===== src/rtl/lag_test_sequencer.sv =====
// Display-lag test sequencer: shows a patch, waits for the photo-sensor edge, then a dark gap.
// Define LAG_TIMEOUT_EN to abandon a test after TIMEOUT_FRAMES frames without a sensor edge.
module lag_test_sequencer #(
    parameter int DARK_FRAMES    = 4,
    parameter int TIMEOUT_FRAMES = 60
) (
    input  logic       i_clock,
    input  logic       i_reset,
    input  logic       i_enable,
    input  logic       i_frame_start,
    input  logic       i_config_change,
    input  logic       i_sensor_in,
    output logic       o_patch_on,
    output logic       o_measure_reset,
    output logic       o_sensor_trigger,
    output logic       o_bcd_clear,
    output logic [7:0] o_test_count,
    output logic [7:0] o_timeout_count,
    output logic       o_busy
);
    localparam logic [1:0] S_IDLE = 2'd0;
    localparam logic [1:0] S_ARM  = 2'd1;
    localparam logic [1:0] S_WAIT = 2'd2;
    localparam logic [1:0] S_DARK = 2'd3;

    localparam logic [7:0] DARK_LAST = 8'(DARK_FRAMES - 1);
`ifdef LAG_TIMEOUT_EN
    localparam logic [7:0] TIMEOUT_LAST = 8'(TIMEOUT_FRAMES - 1);
`endif

    logic [1:0] r_state;
    logic [7:0] r_frame_cnt;
    logic       r_sync1, r_sync2, r_sync3;
    logic [1:0] r_settle;
    logic       r_patch_on, r_measure_reset, r_sensor_trigger, r_bcd_clear, r_busy;
    logic [7:0] r_test_count, r_timeout_count;
    logic       w_raw_edge;

    // The edge detector is held off until r_sync3 holds a real post-reset sample,
    // so a sensor already high at reset release is not mistaken for an edge.
    always_ff @(posedge i_clock or posedge i_reset) begin
        if (i_reset) begin
            r_sync1  <= 1'b0;
            r_sync2  <= 1'b0;
            r_sync3  <= 1'b0;
            r_settle <= 2'd0;
        end else begin
            r_sync1 <= i_sensor_in;
            r_sync2 <= r_sync1;
            r_sync3 <= r_sync2;
            if (r_settle != 2'd3) begin
                r_settle <= r_settle + 2'd1;
            end
        end
    end

    assign w_raw_edge = r_sync2 & ~r_sync3 & (r_settle == 2'd3);

    always_ff @(posedge i_clock or posedge i_reset) begin
        if (i_reset) begin
            r_state          <= S_IDLE;
            r_frame_cnt      <= 8'd0;
            r_patch_on       <= 1'b0;
            r_measure_reset  <= 1'b0;
            r_sensor_trigger <= 1'b0;
            r_bcd_clear      <= 1'b0;
            r_busy           <= 1'b0;
            r_test_count     <= 8'd0;
            r_timeout_count  <= 8'd0;
        end else begin
            r_measure_reset  <= 1'b0;
            r_sensor_trigger <= 1'b0;
            r_bcd_clear      <= 1'b0;
            r_busy           <= (r_state != S_IDLE);
            // Configuration change outranks everything, including a coincident sensor edge.
            if (i_config_change) begin
                r_bcd_clear     <= 1'b1;
                r_test_count    <= 8'd0;
                r_timeout_count <= 8'd0;
                r_patch_on      <= 1'b0;
                r_frame_cnt     <= 8'd0;
                r_state         <= S_IDLE;
            end else if (!i_enable) begin
                r_patch_on  <= 1'b0;
                r_frame_cnt <= 8'd0;
                r_state     <= S_IDLE;
            end else begin
                case (r_state)
                    S_IDLE: begin
                        r_frame_cnt <= 8'd0;
                        r_state     <= S_ARM;
                    end
                    S_ARM: begin
                        if (i_frame_start) begin
                            r_patch_on      <= 1'b1;
                            r_measure_reset <= 1'b1;
                            r_frame_cnt     <= 8'd0;
                            r_state         <= S_WAIT;
                        end
                    end
                    S_WAIT: begin
                        if (w_raw_edge) begin
                            r_sensor_trigger <= 1'b1;
                            r_test_count     <= (r_test_count == 8'hFF) ? 8'hFF : r_test_count + 8'd1;
                            r_patch_on       <= 1'b0;
                            r_frame_cnt      <= 8'd0;
                            r_state          <= S_DARK;
`ifdef LAG_TIMEOUT_EN
                        end else if (i_frame_start && (r_frame_cnt == TIMEOUT_LAST)) begin
                            r_timeout_count <= (r_timeout_count == 8'hFF) ? 8'hFF : r_timeout_count + 8'd1;
                            r_patch_on      <= 1'b0;
                            r_frame_cnt     <= 8'd0;
                            r_state         <= S_DARK;
`endif
                        end else if (i_frame_start && (r_frame_cnt != 8'hFF)) begin
                            r_frame_cnt <= r_frame_cnt + 8'd1;
                        end
                    end
                    default: begin
                        if (i_frame_start) begin
                            if (r_frame_cnt == DARK_LAST) begin
                                r_frame_cnt <= 8'd0;
                                r_state     <= S_ARM;
                            end else begin
                                r_frame_cnt <= r_frame_cnt + 8'd1;
                            end
                        end
                    end
                endcase
            end
        end
    end

    assign o_patch_on       = r_patch_on;
    assign o_measure_reset  = r_measure_reset;
    assign o_sensor_trigger = r_sensor_trigger;
    assign o_bcd_clear      = r_bcd_clear;
    assign o_test_count     = r_test_count;
    assign o_timeout_count  = r_timeout_count;
    assign o_busy           = r_busy;
endmodule


===== config.mk =====
export PLATFORM = sky130hd
export DESIGN_NAME = lag_test_sequencer
export DESIGN_NICKNAME = d
export VERILOG_FILES = /design/src/rtl/lag_test_sequencer.sv
export SDC_FILE = /design/constraint.sdc
export NUM_CORES = 1
export LEC_CHECK = 0
export ABC_AREA = 1
export CAP_MARGIN = 20
export CELL_PAD_IN_SITES_DETAIL_PLACEMENT = 1
export CELL_PAD_IN_SITES_GLOBAL_PLACEMENT = 1
export CORE_UTILIZATION = 44
export CTS_BUF_LIST = sky130_fd_sc_hd__clkbuf_4
export DETAILED_ROUTE_END_ITERATION = 10
export PLACE_DENSITY_LB_ADDON = 0.1
export RECOVER_POWER = 50
export SKIP_LAST_GASP = 1
export SLEW_MARGIN = 20
export SYNTH_ARGS = -nofsm -noshare
export SYNTH_HDL_FRONTEND = slang
export SYNTH_SLANG_ARGS = --single-unit

===== constraint.sdc =====
create_clock -name i_clock -period 2.2 [get_ports i_clock]
set_input_delay 0.66 -clock i_clock [delete_from_list [all_inputs] [get_ports i_clock]]
set_output_delay 0.66 -clock i_clock [all_outputs]
set_load 0.05 [all_outputs]

* Word-level counts from Yosys, hierarchy flattened
Index checks and enable logic that the tools add are counted.
** Storage, ports and cells
- Bits in registers :: 28
** Operators by class
- Add/subtract/negate cells :: 3
- Equality and inequality tests :: 13
- Muxes and demuxes :: 34
- Bitwise operators :: 3
- Reductions and logical operators :: 10
** Operators with widths (count)
- $mux 8 :: 12
- $pmux 8 s3 :: 1
- $add 8x1->8 const B :: 2
- $mux 1 :: 13
- $mux 2 :: 6
- $reduce_and 3->1 :: 3
- $eq 8x2->1 const B :: 1
- $eq 8x8->1 const B :: 1
- $ne 4x4->1 const B :: 2
- $ne 8x8->1 const B :: 1
- $reduce_bool 2->1 :: 4
- $ne 6x1->1 const B :: 1
- $pmux 2 s3 :: 1
- $ne 5x1->1 const B :: 1
- $ne 5x5->1 const B :: 1
- $eq 2x2->1 const B :: 2
- $ne 4x1->1 const B :: 1
- $reduce_and 4->1 :: 1
- $add 2x1->2 const B :: 1
- $and 1x1->1 :: 2
- $eq 2x1->1 const B :: 1
- $logic_not 2->1 :: 1
- $ne 2x2->1 const B :: 1
- $pmux 1 s2 :: 1
- other kinds (2) :: 2

* Depth between registers and ports, before layout
- Depth in word-level cells :: 7
- Gate-level depth with buffers :: 10
- Gate-level depth less buffers :: 10

* Worst setup path before layout
Ideal clock, no wire load.
- Path type :: reg-to-reg
- Start point :: register r_test_count[1], in the netlist o_test_count[1]
- End point :: register r_test_count[0], in the netlist o_test_count[0]
- Setup time :: 0.083 ns
- Arrival :: 1.493 ns
- Required time :: 2.117 ns
- Path slack :: 0.624 ns
- Cell stages (with the launch flop) :: 8
- Clock period less this slack :: 1.576 ns
- Cells stage by stage :: dfrtp_1 -> ha_1 -> nand2_1 -> inv_1 -> nand2_1 -> nor3_2 -> o21ai_0 -> o21ai_0
** Between the ends
- Longest elaborated chain between the ends :: 6
** RTL lines
- from (decl) :: line 36 : logic [7:0] r_test_count, r_timeout_count;
- from (signal assigned) :: line 104 : r_test_count <= (r_test_count == 8'hFF) ? 8'hFF : r_test_count + 8'd1;
- $eq 8x8->1 :: line 104
- $mux 8 :: line 104
- $mux 8 :: line 102 : if (w_raw_edge) begin
- $mux 8 :: line 88 : case (r_state)
- $mux 8 :: line 83 : end else if (!i_enable) begin
- $mux 8 :: line 76 : if (i_config_change) begin
No other way between the ends. The select of a mux whose other input is x is not followed.
A chain may end at the register's enable or synchronous reset.

* Worst setup path after layout
- Start point :: register r_test_count[3], in the netlist o_test_count[3]
- End point :: output port o_test_count[3]
** RTL lines
- to (decl) :: line 17 : output logic [7:0] o_test_count,
No word-level cell between the ends.

==> results.py <==
metrics = {
    "job": {
        "maxCapViolCount": 0,
    },
    "synth": {
        "yosysMostFrequentCell": "nand2_1",
        "synth_async_sr_flop_share_pct": 100,
        "syn-cell-area_sq_mm": 0.00168,
        "synth_cell_types": 26,
        "syn_inst": 199,
        "yosysTopAreaCellShare_pct": 41.7,
        "yosys_warnings": 0,
        "ys_seq_area_share_pct": 41.7,
        "synth_edf_count": 0,
        "synth_top_area_cell": "dfrtp_1",
        "ys_top_cells_by_count": "nand2_1, inv_1, dfrtp_1",
        "ys_ff_latch": 28,
        "syn_avg_cell_area_sq_um": 8.44,
        "synth_ff_type": "dfrtp_1",
        "synthTopCellsByArea": "dfrtp_1, nand2_1, inv_1",
    },
    "clock_tree": {
        "tritoncts": "built",
        "cts-root-buf": "clkbuf_4",
        "clk_latency_ps": 340,
        "clk_pin_slew_ps": 160,
        "post_cts_buffers": 0,
        "cts_made_buffers": 3,
        "cts.sinks": 28,
        "cts.htree.levels": 1,
        "cts_buffer_depth": 2,
        "hold_buffers": 0,
    },
    "timing": {
        "worst_slew_pin_slew_ps": 727,
        "rsz0062_at_grt": "no",
        "period_needed_ps": 1960,
        "slew-limit-headroom_pct": 51.5,
        "post-route-period-util_pct": 88.9,
        "final_hold_viol_count": 0,
        "clock_skew_ps": 9.72,
        "finalSetupTns_ps": 0,
        "max_freq_mhz": 511,
        "slew_violations": 0,
        "setup_viol": 0,
    },
    "critical_path": {
        "path_buf_inv": 1,
        "critPathMaxFanout": 3,
        "cpPeakStageDelay_ps": 550,
        "cp_data_arrival_time_ps": 1300,
        "required_ps": 1540,
        "start_kind": "flip-flop",
        "crit_path_end_kind": "output pin",
        "critical_path.slowest_cell": "dlygate4sd2_1",
        "critPathTopFamily": "buffers and inverters",
        "cp_cell_sequence": "dlygate4sd2_1",
        "worstSetupPathType": "flip-flop to output pin",
    },
    "routing": {
        "drt-initial-drc-count": 34,
        "wl_per_cell_microns": 14.5,
        "totalWireLength_mm": 3.92,
        "drcViolationCount": 0,
        "vias": 1351,
        "vias_per_cell": 5.00,
        "antenna_left": 0,
        "firstDrtPassIters": 4,
    },
    "global_route": {
        "antenna_found_initial": 0,
        "grt_pass1_vias": 1514,
        "grt_usage_pct": 22.6,
        "gr-total-overflow": 0,
        "grt_pass1_wl_mm": 7.00,
        "grt_max_degree": 29,
    },
    "die": {
        "core.rowCount": 22,
        "die_y_microns": 63.8,
        "start_util_pct": 45.9,
        "ios": 27,
        "die-width_microns": 63.8,
        "dieArea_sq_mm": 0.00407,
        "core_area_sq_mm": 0.00366,
    },
    "placed_design": {
        "port_buffers": 18,
        "place_hpwl_mm": 3.11,
        "place.gp.congestion": 0.781,
        "dpl.cell_count": 266,
    },
    "power": {
        "power_density_mw_per_mm2": 556,
        "ir_drop_mv": 0.437,
        "leakagePower_nw": 1.05,
    },
    "finish": {
        "drive_above_1_share_pct": 15.3,
        "fillers": 465,
        "antenna_cells": 0,
        "final_cells": 270,
        "layout-area-overhead-vs-synth_pct": 15.9,
        "final_nets": 236,
        "multi_input_area_sq_um": 813,
        "regArea_sq_um": 701,
    },
    "status": {
        "status": "finished clean",
    },
    "worst_hold_path": {
        "hold_path.class": "flip-flop to flip-flop",
    },
}
==> sequential cells by signal, summed over array words and instances (netlist names) <==
register          cells
o_bcd_clear           1
o_busy                1
o_measure_reset       1
o_patch_on            1
o_sensor_trigger      1
o_test_count          8
r_frame_cnt           8
r_settle              2
r_state               2
r_sync1               1
r_sync2               1
r_sync3               1
==> repair_timing <==
item                       4_1_cts  5_1_grt
gates cloned                     0        0
gates resized for setup          1        6
setup endpoints to repair        1        6
==> area by class of cell <==
class                           instances  area share (%)
Sequential cell                        28            36.0
Inverter                               32            6.17
Clock inverter                          1            1.54
Multi-Input combinational cell        137            41.8
Timing Repair Buffer                   21            10.2
Tap cell                               48            3.09
Clock buffer                            3            1.16
==> where the power goes <==
part | switching, mW | leakage (nW) | internal (mW) | total, mW
sequential | 0.00830 | 0.368 | 0.531 | 0.540
clock | 0.169 | 0.0279 | 0.184 | 0.353
combinational | 0.140 | 0.650 | 0.0494 | 0.190
total | 0.317 | 1.05 | 0.765 | 1.08
==> final timing paths <==
path	endpoint	startpoint	depth (start not counted)	slack, ps
max	o_test_count[3]	o_test_count[3]$_DFFE_PP0P_	1	240
min	r_sync2$_DFF_PP0_	r_sync1$_DFF_PP0_	0	380
max reg2reg	o_test_count[6]$_DFFE_PP0P_	r_settle[0]$_DFFE_PP0P_	7	590
min reg2reg	r_sync2$_DFF_PP0_	r_sync1$_DFF_PP0_	0	380
max in group asynchronous	o_test_count[1]$_DFFE_PP0P_	i_reset	3	790
min in group asynchronous	r_frame_cnt[2]$_DFFE_PP0P_	i_reset	3	940
==> layout by cell type, fill, tap and decap left out <==
master,count
nor2_4,4
dfrtp_1,28
nand2_4,2
nand4_1,3
xnor2_1,2
nand3_1,14
nand3b_1,3
o31ai_1,1
nor3_2,1
clkbuf_2,1
ha_1,7
clkbuf_4,3
mux2_2,1
inv_1,32
o21ai_0,16
a21oi_1,1
nor3_1,2
nand2_1,39
bufinv_16,1
o22ai_1,1
nor2_1,16
buf_4,8
dlygate4sd3_1,3
nand3_2,6
o21ai_2,4
clkdlybuf4s50_1,2
xor2_1,3
conb_1,8
nand2_2,1
dlygate4sd2_1,1
dlymetal6s2s_1,6
nand3_4,2
==> metal layers <==
layer	up-vias	routed length, microns	track usage [%]
met3	6	86	3.75
met2	16	2150	41.0
met5	-	0	0
met4	0	53	6.53
li1	666	-	-
met1	663	1630	27.2
==> per-stage QoR <==
stage | power (mW) | setup WS (ps) | utilization [%] | area, sq um | hold WS [ps]
finish | 1.08 | 244 | 53.1 | 1950 | 379
global route | 1.13 | 188 | 53.1 | 1950 | 388
CTS | 1.10 | 1.85 | 52.8 | 1930 | 381
detailed placement | 0.745 | 39.2 | 51.4 | 1880 | 346
global placement | 0.735 | 111 | 51.4 | 1880 | 339
floorplan | 0.696 | 624 | - | 1710 | 331
==> logic make-up (layout without fill, tap and decap cells) <==
logic type	Yosys count	in the layout	share of synthesized area [%]
buffers and inverters	41	57	11.4
other	1	8	0.223
and+or+nand+nor	93	93	30.2
xor gates and xnor gates	5	5	2.61
adders and majority gates	7	7	5.22
AOI/OAI and AO/OA	23	23	7.97
DFF	28	28	41.7
muxes	1	1	0.671
Power figures use the tool's default switching activity.
